<file path="config.mk">
export PLATFORM = sky130hd
export DESIGN_NAME = jamma_joy_mux
export DESIGN_NICKNAME = d
export VERILOG_FILES = /design/src/rtl/jamma_joy_mux.sv
export SDC_FILE = /design/constraint.sdc
export NUM_CORES = 1
export LEC_CHECK = 0
export BUFFER_PORTS_ARGS = -buffer_cell sky130_fd_sc_hd__buf_4
export CAP_MARGIN = 40
export CORE_MARGIN = 2
export CORE_UTILIZATION = 45
export DETAILED_ROUTE_END_ITERATION = 10
export PLACE_DENSITY = 0.75
export SETUP_SLACK_MARGIN = 0.4
export SLEW_MARGIN = 20
export SYNTH_ARGS = -nofsm -noshare
export SYNTH_HDL_FRONTEND = slang
export SYNTH_SLANG_ARGS = --single-unit
export TNS_END_PERCENT = 1
</file>
<file path="constraint.sdc">
create_clock -name I_CLK -period 1.6 [get_ports I_CLK]
set_clock_uncertainty 0.15 [all_clocks]
set_input_delay 0.24 -clock I_CLK [delete_from_list [all_inputs] [get_ports I_CLK]]
set_output_delay 0.24 -clock I_CLK [all_outputs]
set_load 0.02 [all_outputs]
</file>
<file path="src/rtl/jamma_joy_mux.sv">
// jamma_joy_mux
//
// Time-multiplexed JAMMA controls scanner. A player-select index is driven
// onto the shared joystick bus. Each select value is held for SETTLE enabled
// cycles, and the bus is sampled on the last of them. Each player's sample is
// debounced as a whole slice and then published as a stable, active-low
// control vector. The local overlay (keyboard/DB9) is ANDed into player 0 only.
//
// Ports:
//   I_CLK      - clock, rising edge
//   I_RESET_N  - asynchronous active-low reset
//   I_ENA      - clock enable; all state holds while low
//   I_JOY      - shared JAMMA bus, active-low, WIDTH bits
//   I_LOCAL    - local overlay, active-low, applied to player 0
//   O_SELECT   - index of the player currently selected on the bus
//   O_JOY      - debounced controls; player p at [p*WIDTH +: WIDTH]
//   O_CHANGED  - one-cycle pulse when any player's slice changes
//   O_FRAME    - one-cycle pulse after the sample that wraps O_SELECT to 0

module jamma_joy_mux #(
   parameter int  PLAYERS  = 2,
   parameter int  WIDTH    = 8,
   parameter int  SETTLE   = 1,
   parameter int  DEBOUNCE = 1,
   localparam int SEL_W    = (PLAYERS <= 2) ? 1 : $clog2(PLAYERS)
) (
   input  logic                       I_CLK,
   input  logic                       I_RESET_N,
   input  logic                       I_ENA,
   input  logic [WIDTH-1:0]           I_JOY,
   input  logic [WIDTH-1:0]           I_LOCAL,
   output logic [SEL_W-1:0]           O_SELECT,
   output logic [PLAYERS*WIDTH-1:0]   O_JOY,
   output logic                       O_CHANGED,
   output logic                       O_FRAME
);

   localparam int CNT_W = (SETTLE <= 1) ? 1 : $clog2(SETTLE);
   localparam int AGW   = $clog2(DEBOUNCE + 1);

   localparam logic [CNT_W-1:0] CNT_LOAD = CNT_W'(SETTLE - 1);
   localparam logic [AGW-1:0]   AG_MAX   = AGW'(DEBOUNCE);
   localparam logic [SEL_W-1:0] SEL_LAST = SEL_W'(PLAYERS - 1);

   logic [CNT_W-1:0] cnt;
   logic [WIDTH-1:0] cand      [PLAYERS];
   logic [AGW-1:0]   agree     [PLAYERS];
   logic [WIDTH-1:0] cand_nxt  [PLAYERS];
   logic [AGW-1:0]   agree_nxt [PLAYERS];
   logic [PLAYERS-1:0] commit;

   logic             sample;
   logic             last_sel;
   logic [WIDTH-1:0] s;
   logic             changed_nxt;

   // The sample is taken on the last enabled cycle of the slot.
   assign sample   = I_ENA && (cnt == '0);
   assign last_sel = (O_SELECT == SEL_LAST);

   // Overlay applies to player 0 only.
   always_comb begin
      s = I_JOY;
      if (O_SELECT == '0)
         s = I_JOY & I_LOCAL;
   end

   // Whole-slice debounce: any differing bit restarts the agreement count.
   always_comb begin
      commit = '0;
      for (int p = 0; p < PLAYERS; p++) begin
         cand_nxt[p]  = cand[p];
         agree_nxt[p] = agree[p];
         if (sample && (O_SELECT == SEL_W'(p))) begin
            if (s != cand[p]) begin
               cand_nxt[p]  = s;
               agree_nxt[p] = AGW'(1);
            end else if (agree[p] != AG_MAX) begin
               agree_nxt[p] = agree[p] + AGW'(1);
            end
            commit[p] = (agree_nxt[p] == AG_MAX);
         end
      end
   end

   always_comb begin
      changed_nxt = 1'b0;
      for (int p = 0; p < PLAYERS; p++) begin
         if (commit[p] && (O_JOY[p*WIDTH +: WIDTH] != s))
            changed_nxt = 1'b1;
      end
   end

   always_ff @(posedge I_CLK or negedge I_RESET_N) begin
      if (!I_RESET_N) begin
         cnt       <= CNT_LOAD;
         O_SELECT  <= '0;
         O_JOY     <= '1;
         O_CHANGED <= 1'b0;
         O_FRAME   <= 1'b0;
         for (int p = 0; p < PLAYERS; p++) begin
            cand[p]  <= '1;
            agree[p] <= '0;
         end
      end else begin
         // Pulses are recomputed every cycle so they can never stretch,
         // including while I_ENA is low.
         O_CHANGED <= changed_nxt;
         O_FRAME   <= sample && last_sel;

         if (I_ENA) begin
            if (cnt == '0)
               cnt <= CNT_LOAD;
            else
               cnt <= cnt - CNT_W'(1);
         end

         if (sample) begin
            if (last_sel)
               O_SELECT <= '0;
            else
               O_SELECT <= O_SELECT + SEL_W'(1);
         end

         for (int p = 0; p < PLAYERS; p++) begin
            cand[p]  <= cand_nxt[p];
            agree[p] <= agree_nxt[p];
            if (commit[p])
               O_JOY[p*WIDTH +: WIDTH] <= s;
         end
      end
   end

endmodule

</file>
# [Word level (Yosys, flattened, before mapping)]
# Cells that the tools add are included.
[op_classes] n_addsub=4 mul=0 div_mod_pow=0 order_cmp=0 eq_ne=4 n_shift=0 n_mux=11 n_bitwise=3 n_reduce_logical=7
[ops] operator="$ne 8x8->1" count=4
[ops] operator="$mux 1" count=10
[ops] operator="$and 8x8->8" count=1
[ops] operator="$mux 8" count=1
[ops] operator="$logic_and 1x1->1" count=5
[ops] operator="$reduce_and 2->1" count=2
[ops] operator="$add 1x1->1 const B" count=3
[ops] operator="$not 1->1" count=2
[ops] operator="$sub 1x1->1 const B" count=1
[totals] register_bits=38 latch_bits=0 ramBits=0 rom_bits=0 in_bits=19 out_inout_bits=19 word_cells=39 n_memories=0

# [Depth between registers and ports, before layout]
[depth] ltp_word=8 depth_mapped=6 depth_no_buf=5

# [Least setup slack after synthesis]
# Ideal clock, no wire load.
[synth_timing] path_kind="reg2reg" startpoint="reg O_SELECT" endpoint="reg O_CHANGED" setup_ps=129 t_arrival_ps=1248 setup_slack_ps=73 path_stages_with_launch=7 synth_period_minus_slack_ps=1527 cell_sequence="dfrtp_1 > buf_6 > o21ai_1 > xor2_1 > nand4_1 > nor2_1 > o22ai_1"
[synth_via] elab_chain_cells=7
[synth_lines] element="start, declared" line="32" source="output logic [SEL_W-1:0] O_SELECT,"
[synth_lines] element="start signal, assigned" line="122" source="O_SELECT <= O_SELECT + SEL_W'(1);"
[synth_lines] element="$mux 8" line="64" source="if (O_SELECT == '0)"
[synth_lines] element="$ne 8x8->1" line="75" source="if (s != cand[p]) begin"
[synth_lines] element="$mux 1" line="75"
[synth_lines] element="$mux 1" line="74" source="if (sample && (O_SELECT == SEL_W'(p))) begin"
[synth_lines] element="$logic_and 1x1->1" line="89" source="if (commit[p] && (O_JOY[p*WIDTH +: WIDTH] != s))"
[synth_lines] element="$mux 1" line="89"
[synth_lines] element="$mux 1 *" line="89"
[synth_lines] element="net changed_nxt" line="55" source="logic changed_nxt;"
[synth_lines] element="end signal, assigned" line="108" source="O_CHANGED <= changed_nxt;"
[synth_lines] element="end, declared" line="34" source="output logic O_CHANGED,"
# Mark *: on every way through the listed nets, which the timed path passes. The rest lies on a longest branch.
# A chain may end at the register's enable or synchronous reset.

# [Worst setup path in the final report]
# Ends and elaborated chain as after synthesis.

==> summary.md <==
| Metric | Value |
|---|---|
| Status | `complete, no violations` |
| Multi-input gate area | `501.7 sq um` |
| Req. time, crit path | `1.63 ns` |
| DR DRC count | `0` |
| Initial antenna violation count | `0` |
| Clock Sinks | `19` |
| CTS tree | `built` |
| Syn Nets | `105` |
| Synth unique cells | `16` |
| Via density | `4.816` |
| Row count | `16` |
| Die H | `49.76 um` |
| Crit Path Class | `flop to flop` |
| PnR worst setup slack | `0.08611 ns` |
| CTS Buf Count | `3` |
| Total of fill cells in the finished design | `162` |
| R2r setup slk | `0.09 ns` |
| RSZ-0062 raised after global routing | `true` |
| Design area | `1403 sq um` |
| Worst path slowest cell | `dfrtp_2` |
| Antenna cells | `0` |
| CTS HTree Levels | `1` |
| Final setup viols | `0` |
| PwrDens | `1937 nW/um^2` |
| RePlAce Congestion | `0.7821` |
| Leakage | `0.6138 nW` |
| DR vias | `761` |
| # IOs | `38` |
| Slowest stage delay, CP | `0.45 ns` |
| Top sig layer | `met4` |
| Hold Path Depth | `3` |
| DRT Pass-1 Iters | `2` |
| Layout area overhead | `48.87%` |
| Total track usage | `0.1749` |
| Worst EP arrival | `1.54 ns` |
| Final Hold Fails | `0` |
| Die W | `49.76 um` |
| Metal2 WL | `1114 um` |
| Tot Pwr | `2.716 mW` |
| Total wire length | `2092 um` |
| Clock transition at path regs | `0.11 ns` |
| Worst skew pair latency | `0.29 ns` |
| Critical path depth | `6` |
| Mean Syn Cell Area | `10.96 sq um` |
| Hold Slack | `0.03224 ns` |
| Slew Viols, Final | `0` |
| Worst slew margin | `0.8023` |
| Yosys reg bits | `19` |
| Wire per inst | `13.24 um` |
| Crit path buf inv count | `1` |
| Syn Std Cell Area | `942.2 sq um` |
| Layout cells sized above 1 | `0.5878` |
| Reg2Reg Depth | `6` |
| First-pass GRT wire length | `3256 um` |
| CTS Root Cell | `clkbuf_4` |
| Final net count | `151` |
| Cells along the critical path | `buf_4 -> o21ai_4 -> xor2_1 -> nand4_1 -> nor2_1 -> o22ai_1` |
| Bufs on Longest Clock Path | `2` |
| Met3 WL | `66 um` |
| Cell Area, Placed | `1349 sq um` |
| Dpl ws | `0.08497 ns` |
| DRT met1 WL | `891 um` |
| Maxcap violations | `0` |
| Core area | `1962 sq um` |
| GRT Residual Overflow | `0` |
| Worst hold path class | `input port to flop` |
| Die area | `2476 sq um` |
| Fin crit share | `0.9462` |
| Sequential area share after synthesis | `0.5259` |
| Syn Inst Count | `86` |
| F_max | `660.6 MHz` |
| Worst slew pin tran | `0.2946 ns` |
| Register area | `496.7 sq um` |
| Worst vdd ir | `0.001158 V` |
| Cell family with most CP delay | `flip-flops` |
| Critical Path End Type | `flop` |
| Worst-path maximum fanout | `4` |
| TNS Setup | `0 ns` |
| Antenna Nets Post-Route | `0` |
| Startpoint types | `flop` |
| Post-DP HPWL | `1584 um` |
| I/O Buffers | `37` |
| Initial DRC Count | `5` |
| Initial Util | `0.4802` |
| Syn. warnings | `0` |
| Vias in the first global route | `744` |
| Min Tclk post-route | `1.514 ns` |
| Pin count of the biggest net entering global routing | `20` |
-- routing by layer --
layer | global-route usage | vias up
met3 | 0.02424 | 2
met1 | 0.2174 | 362
met4 | 0.08333 | 0
met2 | 0.2978 | 16
met5 | 0 | -
li1 | - | 381
-- cells in the mapped netlist --
cell	n	area, sq um
xor2_1	17	148.9
dfstp_2	16	420.4
nand2_1	14	52.55
o21ai_1	9	45.04
mux2_2	8	90.09
o21ai_0	6	30.03
nand4_1	4	25.02
dfrtp_1	3	75.07
nor2_1	2	7.510
buf_2	1	5.000
buf_6	1	11.26
inv_1	1	3.750
nand2_2	1	6.260
nand2b_1	1	6.260
o21ai_2	1	8.760
o22ai_1	1	6.260
-- sequential cells by signal, indices dropped and copies added (netlist names) --
signal     cells
O_JOY         16
O_FRAME        1
O_SELECT       1
O_CHANGED      1
-- final cells by class --
type | count | area share
Inverter | 1 | 0.002676
Timing Repair Buffer | 43 | 0.2426
Sequential cell | 19 | 0.3541
Tap cell | 27 | 0.02409
Clock buffer | 4 | 0.01873
Multi-Input combinational cell | 64 | 0.3577
-- through the flow --
step	util	std cells
after floorplan	-	86
after global placement	0.6875	151
after detailed placement	0.6875	151
after CTS	0.7149	158
after global routing	0.7149	158
final	0.7149	158
-- power breakdown --
| group | internal (mW) | total [mW] | leakage [nW] | switching (mW) |
|---|---|---|---|---|
| registers | 0.844 | 1.05 | 0.203 | 0.210 |
| logic | 0.675 | 1.42 | 0.396 | 0.745 |
| clock network | 0.0969 | 0.242 | 0.0150 | 0.145 |
| total | 1.62 | 2.72 | 0.614 | 1.10 |
-- what timing repair did --
item / CTS / global route
cloned: 0 / 0
endpoints found under the setup margin: 36 / 37
setup buffers: 1 / 0
gates resized for setup: 0 / 0
hold buffers: 2 / 0
pin swaps: 0 / 2
hold endpoints to repair: 20 / 0
-- final timing paths --
kind / start / endpoint
max: O_SELECT / O_CHANGED
min: I_JOY[5] / O_JOY[5]
max reg2reg: O_SELECT / O_CHANGED
min reg2reg: O_JOY[7] / O_JOY[7]
max in group asynchronous: I_RESET_N / O_JOY[4]
min in group asynchronous: I_RESET_N / O_CHANGED
-- layout by cell type (no fill, tap or decap), drive strengths merged --
| cell | synthesis | routed |
|---|---|---|
| inv | 1 | 1 |
| dlygate4sd3 | 0 | 2 |
| o21ai | 16 | 16 |
| dfstp | 16 | 16 |
| nor2 | 2 | 2 |
| clkbuf | 0 | 4 |
| nand2b | 1 | 1 |
| mux2 | 8 | 8 |
| o22ai | 1 | 1 |
| xor2 | 17 | 17 |
| buf | 2 | 41 |
| nand2 | 15 | 15 |
| nand4 | 4 | 4 |
| dfrtp | 3 | 3 |
-- cells by family (layout without fill, tap and decap cells) --
logic type      after synthesis  in the layout  synth area share
buf+inv                       3             48           0.02124
flops                        19             19            0.5259
simple gates                 22             22            0.1036
compound gates               17             17           0.09562
mux                           8              8           0.09562
xor+xnor                     17             17            0.1580
-- worst min-delay path, cell delays in order --
cell and delay (ns):
buf_4 0.13, nand2_1 0.05, o21ai_0 0.06
Note: power is estimated with default switching activity, not from simulation.
